<file path="src/rtl/bip_debug_ctrl.sv">
// -----------------------------------------------------------------------------
// bip_debug_ctrl
// Run/step/debug sequencer placed between the UART RX/TX and the BIP core.
// Single-byte commands from the UART receiver start a continuous run ('R'),
// a single step ('S') or clear the core ('C'). Executed cycles are counted.
// After every stop a 6-byte report {PC, ACC, CNT} (MSB first) is streamed to
// the UART transmitter.
//
// Ports:
//   clk        in   system clock
//   reset      in   synchronous active-low reset
//   rx_data    in   [7:0] received command byte
//   rx_done    in   one-cycle pulse, rx_data valid
//   tx_busy    in   transmitter busy
//   tx_done    in   one-cycle pulse, byte sent
//   pc_in      in   [len_addr-1:0] current BIP program counter
//   acc_in     in   [len_data-1:0] current BIP accumulator
//   opcode_in  in   [len_opcode-1:0] opcode at the current PC
//   cpu_ena    out  BIP clock enable (high only in RUN and STEP)
//   bip_reset  out  active-low reset to the BIP core
//   tx_start   out  one-cycle transmit request
//   tx_data    out  [7:0] byte to transmit, stable until tx_done
//   halted     out  HALT reached, program finished
//   busy       out  high in every state except IDLE and HALTED
// -----------------------------------------------------------------------------
module bip_debug_ctrl #(
  parameter int len_data    = 16,
  parameter int len_addr    = 11,
  parameter int len_opcode  = 3,
  parameter int halt_opcode = 0
) (
  input  logic                  clk,
  input  logic                  reset,
  input  logic [7:0]            rx_data,
  input  logic                  rx_done,
  input  logic                  tx_busy,
  input  logic                  tx_done,
  input  logic [len_addr-1:0]   pc_in,
  input  logic [len_data-1:0]   acc_in,
  input  logic [len_opcode-1:0] opcode_in,
  output logic                  cpu_ena,
  output logic                  bip_reset,
  output logic                  tx_start,
  output logic [7:0]            tx_data,
  output logic                  halted,
  output logic                  busy
);

  typedef enum logic [2:0] {
    ST_IDLE   = 3'd0,
    ST_RUN    = 3'd1,
    ST_STEP   = 3'd2,
    ST_LOAD   = 3'd3,
    ST_SEND   = 3'd4,
    ST_WAIT   = 3'd5,
    ST_HALTED = 3'd6
  } state_t;

  localparam logic [7:0] CMD_RUN   = 8'h52;
  localparam logic [7:0] CMD_STEP  = 8'h53;
  localparam logic [7:0] CMD_CLEAR = 8'h43;
  localparam logic [2:0] LAST_IDX  = 3'd5;

  // Counter stops at all-ones instead of wrapping to zero.
  function automatic logic [15:0] sat_inc(input logic [15:0] v);
    if (v == 16'hFFFF) begin
      return v;
    end else begin
      return v + 16'd1;
    end
  endfunction

  state_t      state_r, state_s;
  logic [15:0] cnt_r, cnt_s;
  logic        halt_flag_r, halt_flag_s;
  logic [47:0] shreg_r, shreg_s;
  logic [2:0]  idx_r, idx_s;
  logic        tx_start_r, tx_start_s;
  logic [7:0]  tx_data_r, tx_data_s;
  logic        halted_r, halted_s;
  logic        bip_reset_r, bip_reset_s;
  logic        cpu_ena_r, cpu_ena_s;
  logic        busy_r, busy_s;
  logic        is_halt_s;

  assign is_halt_s = (opcode_in == len_opcode'(halt_opcode));

  // Next-state and next-output logic; every output is registered from here.
  always_comb begin
    state_s     = state_r;
    cnt_s       = cnt_r;
    halt_flag_s = halt_flag_r;
    shreg_s     = shreg_r;
    idx_s       = idx_r;
    tx_start_s  = 1'b0;
    tx_data_s   = tx_data_r;
    halted_s    = halted_r;
    bip_reset_s = 1'b1;

    case (state_r)
      ST_IDLE: begin
        if (rx_done) begin
          if (rx_data == CMD_RUN) begin
            state_s     = ST_RUN;
            halt_flag_s = 1'b0;
          end else if (rx_data == CMD_STEP) begin
            state_s     = ST_STEP;
            halt_flag_s = 1'b0;
          end else if (rx_data == CMD_CLEAR) begin
            bip_reset_s = 1'b0;
            cnt_s       = 16'd0;
            halted_s    = 1'b0;
            halt_flag_s = 1'b0;
            state_s     = ST_IDLE;
          end else begin
            state_s = ST_IDLE;
          end
        end else begin
          state_s = ST_IDLE;
        end
      end

      ST_HALTED: begin
        // Only a clear leaves HALTED; run/step bytes are dropped here.
        if (rx_done && (rx_data == CMD_CLEAR)) begin
          bip_reset_s = 1'b0;
          cnt_s       = 16'd0;
          halted_s    = 1'b0;
          halt_flag_s = 1'b0;
          state_s     = ST_IDLE;
        end else begin
          state_s = ST_HALTED;
        end
      end

      ST_RUN: begin
        // The HALT cycle itself is enabled but not counted.
        if (is_halt_s) begin
          halt_flag_s = 1'b1;
          state_s     = ST_LOAD;
        end else begin
          cnt_s   = sat_inc(cnt_r);
          state_s = ST_RUN;
        end
      end

      ST_STEP: begin
        if (is_halt_s) begin
          halt_flag_s = 1'b1;
        end else begin
          cnt_s = sat_inc(cnt_r);
        end
        state_s = ST_LOAD;
      end

      ST_LOAD: begin
        // cpu_ena is already low, so pc_in/acc_in are the post-execution values.
        shreg_s = {16'(pc_in), 16'(acc_in), cnt_r};
        idx_s   = 3'd0;
        state_s = ST_SEND;
      end

      ST_SEND: begin
        if (!tx_busy) begin
          tx_start_s = 1'b1;
          tx_data_s  = shreg_r[47:40];
          state_s    = ST_WAIT;
        end else begin
          state_s = ST_SEND;
        end
      end

      ST_WAIT: begin
        if (tx_done) begin
          if (idx_r == LAST_IDX) begin
            halted_s = halt_flag_r;
            state_s  = halt_flag_r ? ST_HALTED : ST_IDLE;
          end else begin
            idx_s   = idx_r + 3'd1;
            shreg_s = {shreg_r[39:0], 8'h00};
            state_s = ST_SEND;
          end
        end else begin
          state_s = ST_WAIT;
        end
      end

      default: begin
        state_s = ST_IDLE;
      end
    endcase

    // Registered from the next state so they line up with state_r (Moore).
    cpu_ena_s = (state_s == ST_RUN) || (state_s == ST_STEP);
    busy_s    = (state_s != ST_IDLE) && (state_s != ST_HALTED);
  end

  // State and output registers with synchronous active-low reset.
  always_ff @(posedge clk) begin
    if (!reset) begin
      state_r     <= ST_IDLE;
      cnt_r       <= 16'd0;
      halt_flag_r <= 1'b0;
      shreg_r     <= 48'd0;
      idx_r       <= 3'd0;
      tx_start_r  <= 1'b0;
      tx_data_r   <= 8'h00;
      halted_r    <= 1'b0;
      bip_reset_r <= 1'b0;
      cpu_ena_r   <= 1'b0;
      busy_r      <= 1'b0;
    end else begin
      state_r     <= state_s;
      cnt_r       <= cnt_s;
      halt_flag_r <= halt_flag_s;
      shreg_r     <= shreg_s;
      idx_r       <= idx_s;
      tx_start_r  <= tx_start_s;
      tx_data_r   <= tx_data_s;
      halted_r    <= halted_s;
      bip_reset_r <= bip_reset_s;
      cpu_ena_r   <= cpu_ena_s;
      busy_r      <= busy_s;
    end
  end

  assign cpu_ena   = cpu_ena_r;
  assign bip_reset = bip_reset_r;
  assign tx_start  = tx_start_r;
  assign tx_data   = tx_data_r;
  assign halted    = halted_r;
  assign busy      = busy_r;

endmodule

</file>
<file path="config.mk">
export PLATFORM = sky130hd
export DESIGN_NAME = bip_debug_ctrl
export DESIGN_NICKNAME = d
export VERILOG_FILES = /design/src/rtl/bip_debug_ctrl.sv
export SDC_FILE = /design/constraint.sdc
export NUM_CORES = 1
export LEC_CHECK = 0
export CAP_MARGIN = 20
export CORE_MARGIN = 4
export CORE_UTILIZATION = 27
export CTS_BUF_LIST = sky130_fd_sc_hd__clkbuf_16
export DETAILED_ROUTE_END_ITERATION = 10
export GPL_TIMING_DRIVEN = 0
export PLACE_DENSITY = 0.45
export SYNTH_ARGS = -nofsm -noshare
export SYNTH_HDL_FRONTEND = slang
export SYNTH_SLANG_ARGS = --single-unit
export TNS_END_PERCENT = 5
</file>
<file path="constraint.sdc">
create_clock -name clk -period 2 [get_ports clk]
set_clock_uncertainty 0.1 [all_clocks]
set_input_delay 0.5 -clock clk [delete_from_list [all_inputs] [get_ports clk]]
set_output_delay 0.5 -clock clk [all_outputs]
set_load 0.01 [all_outputs]
</file>
==> impl_metrics.py <==
metrics = {
    "status": {
        "outcome": "finished clean",
    },
    "grt": {
        "use_met2_pct": 21.9,
        "grt_pass1_vias": 3562,
        "use_met1_pct": 18.9,
        "grt_max_degree": 15,
        "top_usage_layer": "met2",
        "grt_use_total_pct": 14.0,
        "grt_pass1_wl_mm": 18.1,
        "met3_usage_pct": 3.03,
        "grt_overflow": 0,
        "antenna_found_initial": 0,
    },
    "pwr": {
        "power.leakage_nw": 1.80,
        "switching_power_mw": 0.763,
        "switching_share_pct": 20.3,
        "clkPwrFrac_pct": 50.6,
        "comb_power_share_pct": 5.0,
        "seqPwrFrac_pct": 44.4,
        "ir_drop_mv": 0.429,
        "powerDensity_nw_per_um2": 718,
        "p_int_mw": 3.00,
    },
    "timing": {
        "fin_crit_ns": 1.98,
        "max_freq_mhz": 504,
        "worst_pin_slew_ns": 0.486,
        "finalSetupViolations": 0,
        "fin_crit_sh_pct": 99.2,
        "final-hold-violation-count": 0,
        "holdWs_ns": 0.360,
        "relSlewSlack_pct": 67.6,
        "grt_setup_unrepaired": "yes",
        "drv_slew": 0,
    },
    "finish": {
        "fin_util_pct": 37.8,
        "final_cell_mix": "nand2_1, dfxtp_1, clkdlybuf4s50_1",
        "diodes": 0,
        "design_area_um2": 5240,
        "layout_commonest_cell": "nand2_1",
        "fill_cells": 1456,
        "area_delta_synth_final_pct": 37.2,
        "drive_above_1_share_pct": 16.3,
        "fin_nets": 593,
    },
    "critical_path": {
        "reg2reg_depth": 7,
        "criticalPathCategory": "flip-flop to flip-flop",
        "worst_r2r_endpoint": "cnt_r[1]$_SDFFE_PN0P_",
        "cp.required_ns": 2.13,
        "startpoint_type": "flip-flop",
        "cp.arrival_ns": 2.11,
        "timing.rr.start": "cnt_r[0]$_SDFFE_PN0P_",
        "end_kind": "flip-flop",
        "rrSetupSlack_ns": 0.02,
        "path_max_fanout": 5,
    },
    "synthesis": {
        "syn_nets": 516,
        "synth_top_family_by_area": "simple AND/OR/NAND/NOR gates",
        "synth-edff-count": 0,
        "synthesis.area_um2": 3820,
        "synthArstFlopShare_pct": 0,
        "syn_inst": 470,
        "synth_ff_type": "dfxtp_1",
        "synth-xor-area-share_pct": 0.917,
        "synth_fa_ha_area_share_pct": 0.983,
        "seq_area_frac_synth_pct": 44.0,
        "yosysWarnings": 0,
        "synth_mux_area_share_pct": 0.524,
        "yosys_register_bits": 84,
        "synth-simple-area-share_pct": 27.4,
        "synth_compound_area_share_pct": 21.4,
        "ys_types": 54,
        "syn_avg_cell_area_um2": 8.13,
    },
    "clocking": {
        "root_buffer": "clkbuf_16",
        "tritoncts": "yes",
        "clk_pin_slew_ns": 0.07,
        "cts.sinks": 84,
        "max-clock-path-buffers": 2,
        "numCtsBuffers": 9,
        "htree_levels": 3,
        "worstSkewPairLatency_ns": 0.34,
    },
    "hold_path": {
        "holdPathEnd": "shreg_r[43]$_SDFFE_PN0P_",
        "worstHoldStart": "shreg_r[43]$_SDFFE_PN0P_",
        "hold_path_class": "flip-flop to flip-flop",
        "hold_depth": 2,
    },
    "routing": {
        "wirelength_mm": 10.8,
        "firstDrtPassIters": 4,
        "dr_total_vias": 3561,
        "route.detailed.drc": 0,
        "wl_per_cell_um": 14.8,
        "antenna_left": 0,
        "vias_per_cell": 4.87,
        "drtIter0Drc": 156,
    },
    "die": {
        "initial_core_util_pct": 27.5,
        "die_h_um": 127,
        "dieArea_um2": 16100,
        "core-area_um2": 13900,
        "die_w_um": 127,
        "num_rows": 43,
        "ios": 56,
    },
    "placed_design": {
        "placed_cell_area_um2": 4600,
        "place_hpwl_mm": 7.99,
        "place_congestion": 0.777,
        "io_buffer_count": 55,
    },
    "run": {
        "cap_violations": 0,
    },
}
-- cells in the mapped netlist, drive strengths merged (2+ instances only) --
cell | instances | area share, %
dfxtp | 84 | 44
buf | 12 | 2.0
nor4 | 2 | 0.33
a211oi | 2 | 0.39
a21oi | 15 | 2.1
and3 | 5 | 0.88
ha | 3 | 0.98
a21boi | 11 | 2.2
nand2 | 105 | 10
nand3b | 3 | 0.59
o21a | 2 | 0.39
a31oi | 7 | 1.1
nand4 | 7 | 1.3
nand2b | 6 | 0.98
and4 | 2 | 0.46
xor2 | 3 | 0.69
nor2 | 50 | 4.9
or3 | 5 | 0.85
nand3 | 18 | 2.4
o21ai | 12 | 1.6
and2 | 3 | 0.49
inv | 8 | 0.79
a2bb2oi | 3 | 0.69
clkbuf | 21 | 2.1
a21o | 2 | 0.39
nor3 | 3 | 0.52
a22oi | 9 | 1.8
nor2b | 10 | 1.6
a41oi | 3 | 0.69
a311oi | 35 | 8.0
nor3b | 3 | 0.59
o211ai | 2 | 0.52
mux2i | 2 | 0.52
-- power by group through the flow --
stage	clock (mW)	sequential, mW	combinational, mW
2_1_floorplan	0	1.71	0.0570
6_report	1.90	1.67	0.189
3_3_place_gp	0	1.71	0.169
5_1_grt	2.03	1.67	0.208
3_5_place_dp	0	1.71	0.169
4_1_cts	1.95	1.67	0.179
-- routing by layer --
metal,part of all wire [%],wire (um)
met1,48,5210
met2,47,5050
met3,3.8,411
met4,1.5,159
met5,0,0
-- timing repair --
item | in CTS | in global routing
pin swaps | 3 | 6
buffers inserted | 4 | 7
endpoints found under the setup margin | 60 | 66
gates resized for setup | 30 | 54
cloned | 1 | 0
hold buffers | 0 | 0
-- worst max-delay path, cell delays in order (launching register included) --
cell and delay [ns]:
dfxtp_4 0.38, ha_4 0.15, nand4_1 0.13, or4_4 0.48
o211ai_4 0.23, buf_6 0.16, a21oi_2 0.05, a41o_1 0.20
-- layout make-up --
cell class	count	area (um^2)	area share, %
clock inverters	6	111	2.12
well taps	180	225	4.30
multi-input cells	345	2110	40.3
plain buffers	32	200	3.82
repair buffers	67	638	12.2
inverters	8	30.0	0.573
clock buffers	9	225	4.30
flip-flops and latches	84	1700	32.4
-- state kept, by name, summed over array words and instances, names as in the netlist, 3 cells and up --
signal / flops
idx_r: 3
state_r: 3
cnt_r: 16
tx_data: 8
shreg_r: 48
-- logic make-up after synthesis --
group / count (synthesis)
AND/OR/NAND/NOR: 226
AO/OA/AOI/OAI: 110
flip-flops: 84
buffers and inverters: 41
XOR/XNOR: 4
adder cells (fa/ha/maj): 3
multiplexers: 2
-- metrics by stage --
stage	power [mW]	TNS [ns]	worst slack (ns)	instances
floorplan	1.77	0	0.00737	470
global placement	1.88	-32.00	-0.733	705
detailed placement	1.88	-32.15	-0.752	705
CTS	3.81	-0.0647	-0.0427	725
global route	3.91	-0.349	-0.0530	731
finish	3.77	0	0.0168	731
-- worst max-delay path by stage --
stage	startpoint	end	slack, ns	cells past startpoint
3_5_place_dp	reset	cnt_r[6]$_SDFFE_PN0P_	-0.75	7
2_1_floorplan	cnt_r[0]$_SDFFE_PN0P_	cnt_r[1]$_SDFFE_PN0P_	0.007	7
4_1_cts	state_r[0]$_SDFF_PN0_	cpu_ena$_SDFF_PN0_	-0.04	5
6_report	cnt_r[0]$_SDFFE_PN0P_	cnt_r[1]$_SDFFE_PN0P_	0.02	7
5_1_grt	cnt_r[0]$_SDFFE_PN0P_	cnt_r[1]$_SDFFE_PN0P_	-0.05	7
3_3_place_gp	reset	cnt_r[14]$_SDFFE_PN0P_	-0.73	7
No activity file was read; power rests on OpenSTA's default activity.
